<file path="config.mk">
export PLATFORM = sky130hd
export DESIGN_NAME = gf_mul_iter
export DESIGN_NICKNAME = d
export VERILOG_FILES = /design/src/rtl/gf_mul_iter.sv
export SDC_FILE = /design/constraint.sdc
export NUM_CORES = 1
export LEC_CHECK = 0
export ABC_AREA = 1
export BUFFER_PORTS_ARGS = -buffer_cell sky130_fd_sc_hd__buf_2
export CAP_MARGIN = 15
export CORE_ASPECT_RATIO = 0.9
export CORE_UTILIZATION = 56
export DETAILED_ROUTE_END_ITERATION = 8
export PLACE_DENSITY = 0.84
export REMOVE_ABC_BUFFERS = 1
export SLEW_MARGIN = 5
export SYNTH_ARGS = -nofsm -noshare
export SYNTH_HDL_FRONTEND = slang
export SYNTH_SLANG_ARGS = --single-unit
</file>
<file path="constraint.sdc">
create_clock -name clk -period 1.4 [get_ports clk]
set_input_delay 0.14 -clock clk [delete_from_list [all_inputs] [get_ports clk]]
set_output_delay 0.14 -clock clk [all_outputs]
set_load 0.05 [all_outputs]
</file>
<file path="src/rtl/gf_mul_iter.sv">
// Iterative GF(2^WIDTH) multiplier: LSB-first shift-and-add on b with xtime
// reduction by POLY, STEPS_PER_CYCLE steps per clock, valid/ready handshakes.
module gf_mul_iter #(
    parameter int unsigned           WIDTH           = 8,
    parameter logic [WIDTH-1:0]      POLY            = 8'h1B,
    parameter int unsigned           STEPS_PER_CYCLE = 1
) (
    input  logic             clk,
    input  logic             rst_n,
    input  logic             in_valid,
    output logic             in_ready,
    input  logic [WIDTH-1:0] a,
    input  logic [WIDTH-1:0] b,
    output logic             out_valid,
    input  logic             out_ready,
    output logic [WIDTH-1:0] p,
    output logic             busy
);

    localparam int unsigned N  = WIDTH / STEPS_PER_CYCLE;
    localparam int unsigned CW = $clog2(N + 1);

    if (WIDTH < 2) begin : g_bad_width
        $error("gf_mul_iter: WIDTH must be at least 2");
    end
    if (STEPS_PER_CYCLE == 0 || (WIDTH % STEPS_PER_CYCLE) != 0) begin : g_bad_steps
        $error("gf_mul_iter: STEPS_PER_CYCLE must divide WIDTH");
    end

    typedef enum logic [1:0] {
        S_IDLE = 2'd0,
        S_RUN  = 2'd1,
        S_DONE = 2'd2
    } state_t;

    state_t          state_q, state_d;
    logic [WIDTH-1:0] acc_q, acc_d;
    logic [WIDTH-1:0] a_r_q, a_r_d;
    logic [WIDTH-1:0] b_r_q, b_r_d;
    logic [CW-1:0]    cnt_q, cnt_d;
    logic [WIDTH-1:0] p_q, p_d;
    logic             out_valid_q, out_valid_d;
    logic             in_ready_q, in_ready_d;
    logic             busy_q, busy_d;

    logic [WIDTH-1:0] acc_step, a_step, b_step;

    // Unrolled steps: each one accumulates, then xtimes a_r and consumes one bit of b_r.
    always_comb begin
        acc_step = acc_q;
        a_step   = a_r_q;
        b_step   = b_r_q;
        for (int unsigned i = 0; i < STEPS_PER_CYCLE; i++) begin
            if (b_step[0]) begin
                acc_step = acc_step ^ a_step;
            end
            if (a_step[WIDTH-1]) begin
                a_step = (a_step << 1) ^ POLY;
            end else begin
                a_step = a_step << 1;
            end
            b_step = b_step >> 1;
        end
    end

    always_comb begin
        state_d     = state_q;
        acc_d       = acc_q;
        a_r_d       = a_r_q;
        b_r_d       = b_r_q;
        cnt_d       = cnt_q;
        p_d         = p_q;
        out_valid_d = out_valid_q;
        in_ready_d  = in_ready_q;
        busy_d      = busy_q;
        unique case (state_q)
            S_IDLE: begin
                if (in_valid) begin
                    a_r_d      = a;
                    b_r_d      = b;
                    acc_d      = '0;
                    cnt_d      = '0;
                    state_d    = S_RUN;
                    in_ready_d = 1'b0;
                    busy_d     = 1'b1;
                end
            end
            S_RUN: begin
                acc_d = acc_step;
                a_r_d = a_step;
                b_r_d = b_step;
                cnt_d = cnt_q + CW'(1);
                if (cnt_q == CW'(N - 1)) begin
                    p_d         = acc_step;
                    out_valid_d = 1'b1;
                    state_d     = S_DONE;
                end
            end
            S_DONE: begin
                if (out_ready) begin
                    out_valid_d = 1'b0;
                    in_ready_d  = 1'b1;
                    busy_d      = 1'b0;
                    state_d     = S_IDLE;
                end
            end
            default: begin
                state_d     = S_IDLE;
                out_valid_d = 1'b0;
                in_ready_d  = 1'b1;
                busy_d      = 1'b0;
            end
        endcase
    end

    always_ff @(posedge clk or negedge rst_n) begin
        if (!rst_n) begin
            state_q     <= S_IDLE;
            acc_q       <= '0;
            a_r_q       <= '0;
            b_r_q       <= '0;
            cnt_q       <= '0;
            p_q         <= '0;
            out_valid_q <= 1'b0;
            in_ready_q  <= 1'b1;
            busy_q      <= 1'b0;
        end else begin
            state_q     <= state_d;
            acc_q       <= acc_d;
            a_r_q       <= a_r_d;
            b_r_q       <= b_r_d;
            cnt_q       <= cnt_d;
            p_q         <= p_d;
            out_valid_q <= out_valid_d;
            in_ready_q  <= in_ready_d;
            busy_q      <= busy_d;
        end
    end

    assign in_ready  = in_ready_q;
    assign out_valid = out_valid_q;
    assign busy      = busy_q;
    assign p         = p_q;

endmodule

</file>
# Word-level counts from Yosys, hierarchy flattened
# Index checks and enable logic that the tools add are counted.
[classes] n_mux=22 n_eq_ne=6 bitwise=4 addsub=1 reduce_logical=7
[ops] op="$pmux 8 s2" n=3
[ops] op="$mux 8" n=4
[ops] op="$pmux 1 s3" n=3
[ops] op="$reduce_and 3->1" n=3
[ops] op="$pmux 4 s2" n=1
[ops] op="$xor 8x8->8" n=1
[ops] op="$mux 2" n=3
[ops] op="$ne 2x2->1 const B" n=3
[ops] op="$pmux 2 s3" n=1
[ops] op="$mux 1" n=5
[ops] op="$mux 5" n=1
[ops] op="$add 4x1->4 const B" n=1
[ops] op="$eq 4x3->1 const B" n=1
[ops] op="$mux 4" n=1
[ops] op="$not 4->4" n=1
[ops] op="$reduce_and 2->1" n=2
[ops] op="$eq 2x1->1 const B" n=1
[ops] op="$eq 2x2->1 const B" n=1
[ops] op="$logic_not 2->1" n=1
[ops] op="$not 1->1" n=2
[ops] op="$reduce_bool 2->1" n=1
[word_totals] register_bits=41 in_bits=20

# Depth between registers and ports, before layout
[logic_depth] depth_word=3 depth_mapped=7

# Least setup slack after synthesis
# Ideal clock, no wire load.
[synth_timing] path_kind="register to register" startpoint="register cnt_q[0]" endpoint="register p_q[6] (netlist: p[6])" required_ns=1.280 synth_period_minus_slack_ns=1.273 slack_ns=0.127 path_stages_with_launch=8 n_path_buf=1 arrival_time_ns=1.153 cell_sequence="dfrtp_1 ha_1 nand2_1 nor2_1 nand2_4 buf_6 nand2_1 o21ai_2"
[synth_between] elab_chain_cells=2
[synth_rtl] item="from (decl)" line="40" text="logic [CW-1:0] cnt_q, cnt_d;"
[synth_rtl] item="from (signal assigned)" line="132" text="cnt_q <= cnt_d;"
[synth_rtl] item="$eq 4x3->1" line="93" text="if (cnt_q == CW'(N - 1)) begin"
[synth_rtl] item="$reduce_and 2->1 (no line)"
[synth_rtl] item="to (signal assigned)" line="133" text="p_q <= p_d;"
[synth_rtl] item="to (decl)" line="41" text="logic [WIDTH-1:0] p_q, p_d;"
# No other way between the ends.
# A chain may end at the register's enable or synchronous reset.

# Worst setup path in the final report
[layout_timing] startpoint="register cnt_q[0]" endpoint="register p_q[4] (netlist: p[4])"
# Same word-level chain as after synthesis.

==> results.yml <==
global_routing:
  antenna_found_initial: 0
  grt_first_pass_wirelength_microns: 7224
  grt_overflow_total: 0
  grt_max_degree: 26
  grt_pass1_vias: 1691
  track_usage: 0.2556
clock_tree:
  cts.sinks: 41
  cts_tree: "built"
  post-cts-setup-buffers: 0
  cts_root_buf: "clkbuf_8"
  cts_buffer_depth: 2
  cts_max_level: 2
  worstSkewPairLatency_ns: 0.30
  cts_buffers: 5
  clk_pin_slew_ns: 0.08
floorplanning:
  start_util: 0.5859
  io_pins: 31
  core_area_sq_um: 3378
  die_y_microns: 58.40
  core.rowCount: 20
  die_width_microns: 64.67
  die_area_sq_um: 3777
critical_path:
  crit_path_frequent_cell: "nand2_1"
  start_kind: "register"
  crit_family: "simple AND/OR/NAND/NOR gates"
  crit_required_ns: 1.59
  critPathMaxFanout: 9
  crit_path_end_kind: "register"
  criticalPathCategory: "reg -> reg"
  critical_path_buf_inv_count: 0
  path_cells: "ha_1 > nand2_1 > nor2_4 > nand2_4 > nand2_1 > o21ai_2"
  critical-path-slowest-cell: "dfrtp_1"
  arrival_ns: 1.48
  slowest_delay_ns: 0.41
logic_synthesis:
  synth_top_area_share: 0.5057
  synth_seq_cells: 41
  avgSynthCellArea_sq_um: 8.213
  synthCells: 241
  yosys_warnings: 0
  yosys.area.top_type: "dfrtp_1"
  seq_area_frac_synth: 0.5190
  yosysUniqueCellTypes: 20
  synth_area_leaders: "dfrtp_1, nand3_1, nand2_1"
  synth_area_sq_um: 1979
placed_design:
  pre_cts_slack_ns: 0.05687
  finalWeightedCongestion: 0.7830
  hpwlAfterDp_microns: 2941
  portBuffers: 30
flow_run:
  max_cap_viol_count: 0
power:
  peakVddDrop_v: 0.001515
  finalPower_mw: 5.808
  leakagePower_nw: 1.240
  power_density_nw_per_um2: 2452
routing:
  drc: 0
  wirelength_microns: 4349
  routed-via-count: 1749
  dr.pass1.iters: 4
  drt_iter0_drc: 93
  routed_via_density: 5.398
  wire_per_inst_microns: 13.42
  ant_nets: 0
finish:
  area_growth_pct: 19.66
  antenna_cells: 0
  drive_gt1_frac: 0.2214
  n_fill_cell: 266
  fin_nets: 300
run_status:
  status: "finished clean"
sta:
  setup_viol_count_final: 0
  setup_tns_ns: 0
  period_share: 0.9158
  slew_headroom: 0.7176
  drv_slew: 0
  rsz0062_at_grt: "no"
  tightestPinTransition_ns: 0.4236
  fin_crit_ns: 1.282
  finalHoldViolCount: 0
  layout_setup_ws_ns: 0.1179
  max_freq_mhz: 780.0
  skew_ns: 0.009560
min_path:
  holdCritPathClass: "in -> reg"
## power by group
group          internal, mW  switching, mW  total, mW
Sequential             1.72          0.433       2.15
Combinational         0.882           1.78       2.66
Clock                 0.582          0.417      0.999
Total                  3.18           2.63       5.81
## what timing repair did
action                     in CTS  in global routing
hold buffers                    1                  0
setup endpoints to repair       0                 10
resized for setup               0                  3
hold endpoints to repair       16                  0
## through the flow
step | hold slack (ns) | util | cell area (sq um) | cells
final | 0.03882 | 0.7011 | 2369 | 324
after global routing | 0.04694 | 0.7011 | 2369 | 324
after CTS | 0.03545 | 0.6956 | 2350 | 323
after detailed placement | 0.09563 | 0.6581 | 2223 | 314
after global placement | 0.09034 | 0.6581 | 2223 | 314
after floorplan | -0.1556 | - | 1911 | 229
## worst paths after layout
path	startpoint	endpoint	slack, ns	cells past startpoint
max	cnt_q[0]	p[4]	0.12	6
min	out_ready	state_q[1]	0.04	2
max reg2reg	cnt_q[0]	p[4]	0.12	6
min reg2reg	p[7]	p[7]	0.48	2
max in group asynchronous	rst_n	in_ready	0.56	3
min in group asynchronous	rst_n	p[2]	0.30	2
## synthesized netlist by cell type
cell / n
nand2_1: 68
nand3_1: 67
dfrtp_1: 40
inv_1: 19
o21ai_0: 15
o21ai_2: 8
buf_2: 7
nor2_1: 3
buf_4: 2
clkbuf_1: 2
a21boi_0: 1
a21oi_1: 1
buf_6: 1
dfstp_2: 1
ha_1: 1
inv_2: 1
nand2_4: 1
nand4_1: 1
nor2_4: 1
o31ai_1: 1
## sequential cells by signal, indices dropped and copies added, names as in the netlist
signal	count
state_q	2
in_ready	1
busy	1
acc_q	8
cnt_q	4
out_valid	1
p	8
a_r_q	8
b_r_q	8
## final cells by class
cell class              instances  area, sq um  share of cell area
clock inverters                 1        30.03             0.01268
inverters                      20        75.07             0.03170
multi-input cells             169        827.0              0.3492
clock buffers                   7        86.33             0.03645
flip-flops and latches         41         1027              0.4337
well taps                      44        55.05             0.02324
repair buffers                 42        267.8              0.1130
## cells by family (layout without fill, tap and decap cells)
logic type      after synthesis  after routing  share of synthesized area
simple gates                141            142                     0.3186
flops                        41             41                     0.5190
buf+inv                      32             70                    0.07269
compound gates               26             26                    0.08344
fa+ha+maj                     1              1                   0.006320
## cells in the final DEF (no fill, tap or decap)
| master | instances |
|---|---|
| dlygate4sd3_1 | 1 |
| ha_1 | 1 |
| nand4_1 | 1 |
| a21oi_1 | 1 |
| bufinv_16 | 1 |
| buf_2 | 30 |
| inv_1 | 19 |
| o21ai_0 | 15 |
| nand2_1 | 68 |
| o31ai_1 | 1 |
| nand2_4 | 2 |
| dfrtp_1 | 40 |
| nand3_1 | 67 |
| dfstp_2 | 1 |
| buf_12 | 2 |
| nor2_4 | 2 |
| o21ai_2 | 8 |
| inv_2 | 1 |
| clkbuf_1 | 1 |
| clkbuf_8 | 6 |
| buf_4 | 9 |
| nor2_1 | 2 |
| a21boi_0 | 1 |
## worst register-to-register path, cell delays in order, from the launching register on
cell	delay, ns
dfrtp_1	0.41
ha_1	0.19
nand2_1	0.10
nor2_4	0.20
nand2_4	0.13
nand2_1	0.11
o21ai_2	0.05
## metal layers
metal	track usage	vias to the layer above	share of wire
met3	0.07752	7	0.045
met5	0	-	0
li1	-	869	-
met1	0.3014	835	0.46
met4	0.05714	0	0.011
met2	0.4617	38	0.48
Power figures use the tool's default switching activity.
